[src/rtl/multi_train_fault_monitor.sv]
// Per-train fault monitor: classifies each channel's booked-seat count and fare,
// debounces faults (OK/SUSPECT/FAULT/HEALING) and counts new fault episodes.
module multi_train_fault_monitor #(
  parameter int N_TRAINS  = 4,
  parameter int CNT_W     = 4,
  parameter int FARE_W    = 10,
  parameter int MAX_SEATS = 9,
  parameter int MAX_FARE  = 900,
  parameter int PERSIST   = 2,
  parameter int HEAL      = 4,
  parameter int EVT_W     = 8
) (
  input  logic                       clk,
  input  logic                       rst,
  input  logic [N_TRAINS-1:0]        sample_valid,
  input  logic [N_TRAINS*CNT_W-1:0]  booked_count,
  input  logic [N_TRAINS*FARE_W-1:0] fare,
  input  logic [N_TRAINS-1:0]        fault_clr,
  output logic [N_TRAINS-1:0]        fault_flag,
  output logic [N_TRAINS-1:0]        healing,
  output logic [2*N_TRAINS-1:0]      fault_cause,
  output logic                       any_fault,
  output logic [EVT_W-1:0]           fault_events
);

  localparam int MAX_PH = (PERSIST > HEAL) ? PERSIST : HEAL;
  localparam int CW     = $clog2(MAX_PH + 1);
  localparam int NW     = $clog2(N_TRAINS + 1);
  localparam int SUM_W  = EVT_W + NW;

  localparam logic [CW-1:0]    PERSIST_C = CW'(PERSIST);
  localparam logic [CW-1:0]    HEAL_C    = CW'(HEAL);
  localparam logic [31:0]      SEAT_LIM  = 32'(MAX_SEATS);
  localparam logic [31:0]      FARE_LIM  = 32'(MAX_FARE);
  localparam logic [EVT_W-1:0] EVT_MAX   = '1;

  typedef enum logic [1:0] {
    ST_OK      = 2'd0,
    ST_SUSPECT = 2'd1,
    ST_FAULT   = 2'd2,
    ST_HEALING = 2'd3
  } state_t;

  logic [N_TRAINS-1:0] entry_v;
  logic [N_TRAINS-1:0] flag_v;
  logic [N_TRAINS-1:0] heal_v;

  // sample_valid[i] qualifies channel i's count/fare for exactly this cycle; there is
  // no back-pressure, and an invalid cycle leaves that channel's state untouched.
  for (genvar i = 0; i < N_TRAINS; i++) begin : g_ch
    logic [CNT_W-1:0]  cnt_in;
    logic [FARE_W-1:0] fare_in;
    logic [1:0]        bits;
    logic              is_bad;
    logic              is_good;
    state_t            state_q, state_d;
    logic [CW-1:0]     cnt_q, cnt_d, cnt_inc;
    logic [1:0]        cause_q, cause_d;
    logic              entry;
    logic              flag;
    logic              heal;

    assign cnt_in  = booked_count[i*CNT_W +: CNT_W];
    assign fare_in = fare[i*FARE_W +: FARE_W];
    assign bits    = {(32'(fare_in) > FARE_LIM), (32'(cnt_in) > SEAT_LIM)};
    assign is_bad  = sample_valid[i] & (|bits);
    assign is_good = sample_valid[i] & ~(|bits);
    assign cnt_inc = cnt_q + CW'(1);

    always_ff @(posedge clk or negedge rst) begin
      if (!rst) begin
        state_q <= ST_OK;
        cnt_q   <= '0;
        cause_q <= '0;
      end else begin
        state_q <= state_d;
        cnt_q   <= cnt_d;
        cause_q <= cause_d;
      end
    end

    // Clear wins over any sample; entry marks OK/SUSPECT -> FAULT only, never relapses.
    always_comb begin
      state_d = state_q;
      cnt_d   = cnt_q;
      cause_d = cause_q;
      entry   = 1'b0;
      if (fault_clr[i]) begin
        state_d = ST_OK;
        cnt_d   = '0;
        cause_d = '0;
      end else begin
        unique case (state_q)
          ST_OK: begin
            if (is_bad) begin
              cause_d = bits;
              if (PERSIST == 1) begin
                state_d = ST_FAULT;
                cnt_d   = '0;
                entry   = 1'b1;
              end else begin
                state_d = ST_SUSPECT;
                cnt_d   = CW'(1);
              end
            end
          end
          ST_SUSPECT: begin
            if (is_bad) begin
              cause_d = cause_q | bits;
              if (cnt_inc == PERSIST_C) begin
                state_d = ST_FAULT;
                cnt_d   = '0;
                entry   = 1'b1;
              end else begin
                cnt_d = cnt_inc;
              end
            end else if (is_good) begin
              state_d = ST_OK;
              cnt_d   = '0;
              cause_d = '0;
            end
          end
          ST_FAULT: begin
            if (is_bad) begin
              cause_d = cause_q | bits;
            end else if (is_good) begin
              if (HEAL == 1) begin
                state_d = ST_OK;
                cnt_d   = '0;
                cause_d = '0;
              end else begin
                state_d = ST_HEALING;
                cnt_d   = CW'(1);
              end
            end
          end
          ST_HEALING: begin
            if (is_bad) begin
              state_d = ST_FAULT;
              cnt_d   = '0;
              cause_d = cause_q | bits;
            end else if (is_good) begin
              if (cnt_inc == HEAL_C) begin
                state_d = ST_OK;
                cnt_d   = '0;
                cause_d = '0;
              end else begin
                cnt_d = cnt_inc;
              end
            end
          end
          default: begin
            state_d = ST_OK;
            cnt_d   = '0;
            cause_d = '0;
          end
        endcase
      end
    end

    always_comb begin
      flag = 1'b0;
      heal = 1'b0;
      case (state_q)
        ST_FAULT:   flag = 1'b1;
        ST_HEALING: begin
          flag = 1'b1;
          heal = 1'b1;
        end
        default: begin
          flag = 1'b0;
          heal = 1'b0;
        end
      endcase
    end

    assign entry_v[i]         = entry;
    assign flag_v[i]          = flag;
    assign heal_v[i]          = heal;
    assign fault_cause[2*i +: 2] = cause_q;
  end

  assign fault_flag = flag_v;
  assign healing    = heal_v;
  assign any_fault  = |flag_v;

  logic [EVT_W-1:0] events_q, events_d;
  logic [NW-1:0]    n_entry;
  logic [SUM_W-1:0] evt_sum;

  // Simultaneous entries are summed in one cycle, then clamped at all-ones.
  always_comb begin
    n_entry = '0;
    for (int j = 0; j < N_TRAINS; j++) begin
      n_entry = n_entry + NW'(entry_v[j]);
    end
    evt_sum  = SUM_W'(events_q) + SUM_W'(n_entry);
    events_d = (evt_sum > SUM_W'(EVT_MAX)) ? EVT_MAX : evt_sum[EVT_W-1:0];
  end

  always_ff @(posedge clk or negedge rst) begin
    if (!rst) events_q <= '0;
    else      events_q <= events_d;
  end

  assign fault_events = events_q;

endmodule

[config.mk]
export PLATFORM = sky130hd
export DESIGN_NAME = multi_train_fault_monitor
export DESIGN_NICKNAME = d
export VERILOG_FILES = /design/src/rtl/multi_train_fault_monitor.sv
export SDC_FILE = /design/constraint.sdc
export NUM_CORES = 1
export LEC_CHECK = 0
export CORE_MARGIN = 2
export CORE_UTILIZATION = 40
export CTS_BUF_LIST = sky130_fd_sc_hd__clkbuf_16
export DETAILED_ROUTE_END_ITERATION = 12
export HOLD_SLACK_MARGIN = 0.06
export MAX_ROUTING_LAYER = met4
export PLACE_DENSITY = 0.74
export SLEW_MARGIN = 15
export SYNTH_ARGS = -nofsm -noshare
export SYNTH_HDL_FRONTEND = slang
export SYNTH_SLANG_ARGS = --single-unit
[constraint.sdc]
create_clock -name clk -period 3.1 [get_ports clk]
set_input_delay 0.62 -clock clk [delete_from_list [all_inputs] [get_ports clk]]
set_output_delay 0.62 -clock clk [all_outputs]
set_load 0.1 [all_outputs]
==> impl_metrics.tcl <==
set metrics [dict create \
    status "finished, final reports clean" \
    syn_to_final_growth_pct 49.7 \
    pwr-share-clk_pct 30.1 \
    initial_core_util_pct 41.4 \
    avgRoutedWirePerCell_um 14.9 \
    num_vias 2876 \
    synthFlopType "dfrtp_1" \
    fin_skew_ps 4.65 \
    cap_viol_max_count 0 \
    synthTopCellsByCount "dfrtp_1, nor2_1, inv_1, nand2_1" \
    synth_edf_count 0 \
    antenna_found_initial 0 \
    ant_nets 0 \
    cts_htree_levels 2 \
    drive_gt1_share_pct 29.1 \
    slowest_stage "or4_4" \
    power_switching_mw 0.544 \
    gr-total-overflow 0 \
    yosysWarnings 0 \
    comb_power_share_pct 35.1 \
    grt_pass1_vias 2735 \
    worstPathMaxFanout 4 \
    max_slew_margin_pct 46.0 \
    finalSetupViolCount 0 \
    grt_max_degree 37 \
    fmax_ghz 0.329 \
    portBuffers 86 \
    cts_tree "yes" \
    synth_top_area_share_pct 32.0 \
    switching_share_pct 35.1 \
    fin_crit_sh_pct 98.1 \
    drt-initial-drc-count 110 \
    syn_avg_cell_area_um2 8.76 \
    routed_via_density 5.40 \
    cts_root_buffer "clkbuf_16" \
    max_stage_delay_ps 520 \
    synth_area_leaders "dfrtp_1, ha_1, nand3b_1" \
    place_congestion 0.886 \
    die_area_um2 7720 \
    core.rowCount 30 \
    diodes 0 \
    tightest_slew_ps 809 \
    pre_cts_slack_ps -538 \
    clock_latency_ps 280 \
    syn_nets 406 \
    critPathRequiredTime_ps 3260 \
    worstPathArrival_ps 3200 \
    hp-class "input port to async pin" \
    cell_internal_pwr_mw 1.00 \
    first_pass_iters 5 \
    clockBufferDepth 2 \
    drt_wl_total_um 7920 \
    ys_seq_area_share_pct 32.0 \
    synth_seq_cells 36 \
    seq_power_share_pct 34.7 \
    hold_ws_ps 438 \
    peakVddDrop_v 0.000430 \
    clkSinkCount 36 \
    core_um2 6790 \
    ios 91 \
    fin_crit_ps 3040 \
    powerDensity_nw_per_um2 368 \
    path_clk_slew_ps 50 \
    cp_cell_sequence "clkdlybuf4s15_1, nor4_2, a21oi_2, o21ai_2, or4_4, fa_1, fa_2, inv_2, fa_2, and3_4, and2_4, a21oi_2" \
    cp-end-kind "flip-flop" \
    slew_violations 0 \
    grt_first_pass_wirelength_um 12500 \
    nets 522 \
    drc 0 \
    yosysMostFrequentCell "dfrtp_1" \
    cts_made_buffers 5 \
    worst_slack_ps 57.8 \
    leakagePower_nw 1.88 \
    grtUsageTotal_pct 21.1 \
    hold_viol 0 \
    synthCells 321 \
    dp_hpwl_um 5630 \
    synth_async_sr_flop_share_pct 100 \
    yosys.area.top_type "dfrtp_1" \
    worstSetupStartpointType "input port" \
    syn_area_um2 2810 \
    setup.worst_path.class "input port to flip-flop" \
    dieWidth_um 87.9 \
    yosysUniqueCellTypes 63 \
    die_h_um 87.9 \
]
## layout by cell type (no fill, tap or decap), types with 5 or more instances in the layout
cell / count
a21oi_1: 14
a21oi_2: 5
and2_1: 5
buf_4: 72
clkbuf_16: 5
clkdlybuf4s15_1: 8
clkdlybuf4s50_1: 39
dfrtp_1: 36
dlygate4sd2_1: 7
ha_1: 13
inv_1: 19
nand2_1: 19
nand2b_1: 9
nand3_1: 9
nand3b_1: 12
nor2_1: 22
nor2b_1: 5
nor3_1: 7
o21a_1: 5
o21ai_0: 13
o21ai_1: 5
o21ai_2: 5
## path summary, 6_finish.rpt
path	startpoint	end	slack, ps	depth (start not counted)
setup / recovery	fare[6]	fault_events[6]	60	12
min in group clk	g_ch[1].cnt_q[0]	g_ch[1].cnt_q[0]	520	1
hold / removal	rst	g_ch[3].state_q[0]	440	1
setup reg to reg	g_ch[0].cnt_q[0]	g_ch[0].state_q[0]	70	17
max in group asynchronous	rst	g_ch[2].cnt_q[0]	2150	1
hold reg to reg	g_ch[1].cnt_q[0]	g_ch[1].cnt_q[0]	520	1
## critical path, delay by kind of cell
kind / cells / cell delay [ps]
compound gates: 3 / 290
fa+ha+maj: 3 / 1080
simple gates: 4 / 940
buf+inv: 2 / 270
## area by class of cell
class	count	area [um^2]
Multi-Input combinational cell	240	1830
Timing Repair Buffer	134	1150
Inverter	20	75.1
Clock inverter	2	8.76
Clock buffer	5	125
Fill cell	576	2580
Sequential cell	36	901
Tap cell	96	120
## power by group through the flow
| stage | clock (mW) | sequential [mW] | combinational (mW) |
|---|---|---|---|
| after floorplan | 0 | 0.691 | 0.167 |
| after global placement | 0 | 0.544 | 0.502 |
| after detailed placement | 0 | 0.544 | 0.512 |
| after CTS | 0.477 | 0.537 | 0.528 |
| after global routing | 0.500 | 0.541 | 0.579 |
| final | 0.467 | 0.538 | 0.544 |
## registers in the layout, indices dropped and copies added (netlist names)
register      cells
g_ch.cause_q      8
fault_events      8
g_ch.state_q      8
g_ch.cnt_q       12
## per-stage QoR
step	setup TNS [ps]	instance area [um^2]	cells	utilization, %	power, mW
floorplan	0	2840	321	-	0.858
global placement	-3600	3850	511	56.7	1.05
detailed placement	-3900	3850	511	56.7	1.06
CTS	-9.58	4120	531	60.7	1.54
global route	-41.0	4210	533	62.0	1.62
finish	0	4210	533	62.0	1.55
## per-layer routing
metal	global-route usage [%]	routed length [um]	vias to the layer above
met3	3.68	494	14
met2	36.2	3930	97
met1	24.7	3320	1379
li1	-	-	1386
met4	7.41	176	0
met5	-	0	-
## cells by family after synthesis
logic type	after synthesis	share of synthesized area [%]
adders and majority gates	19	9.25
DFF	36	32.0
muxes	6	2.36
AOI/OAI and AO/OA	88	22.1
and+or+nand+nor	122	24.7
xor gates and xnor gates	5	1.56
buffers and inverters	45	7.96
## timing repair
action                     in CTS  in global routing
gates resized for setup        32                 27
buffers inserted               13                  2
hold buffers                    0                  0
setup endpoints to repair       8                 12
pin swaps                      16                 15
Note: power is estimated with default switching activity, not from simulation.
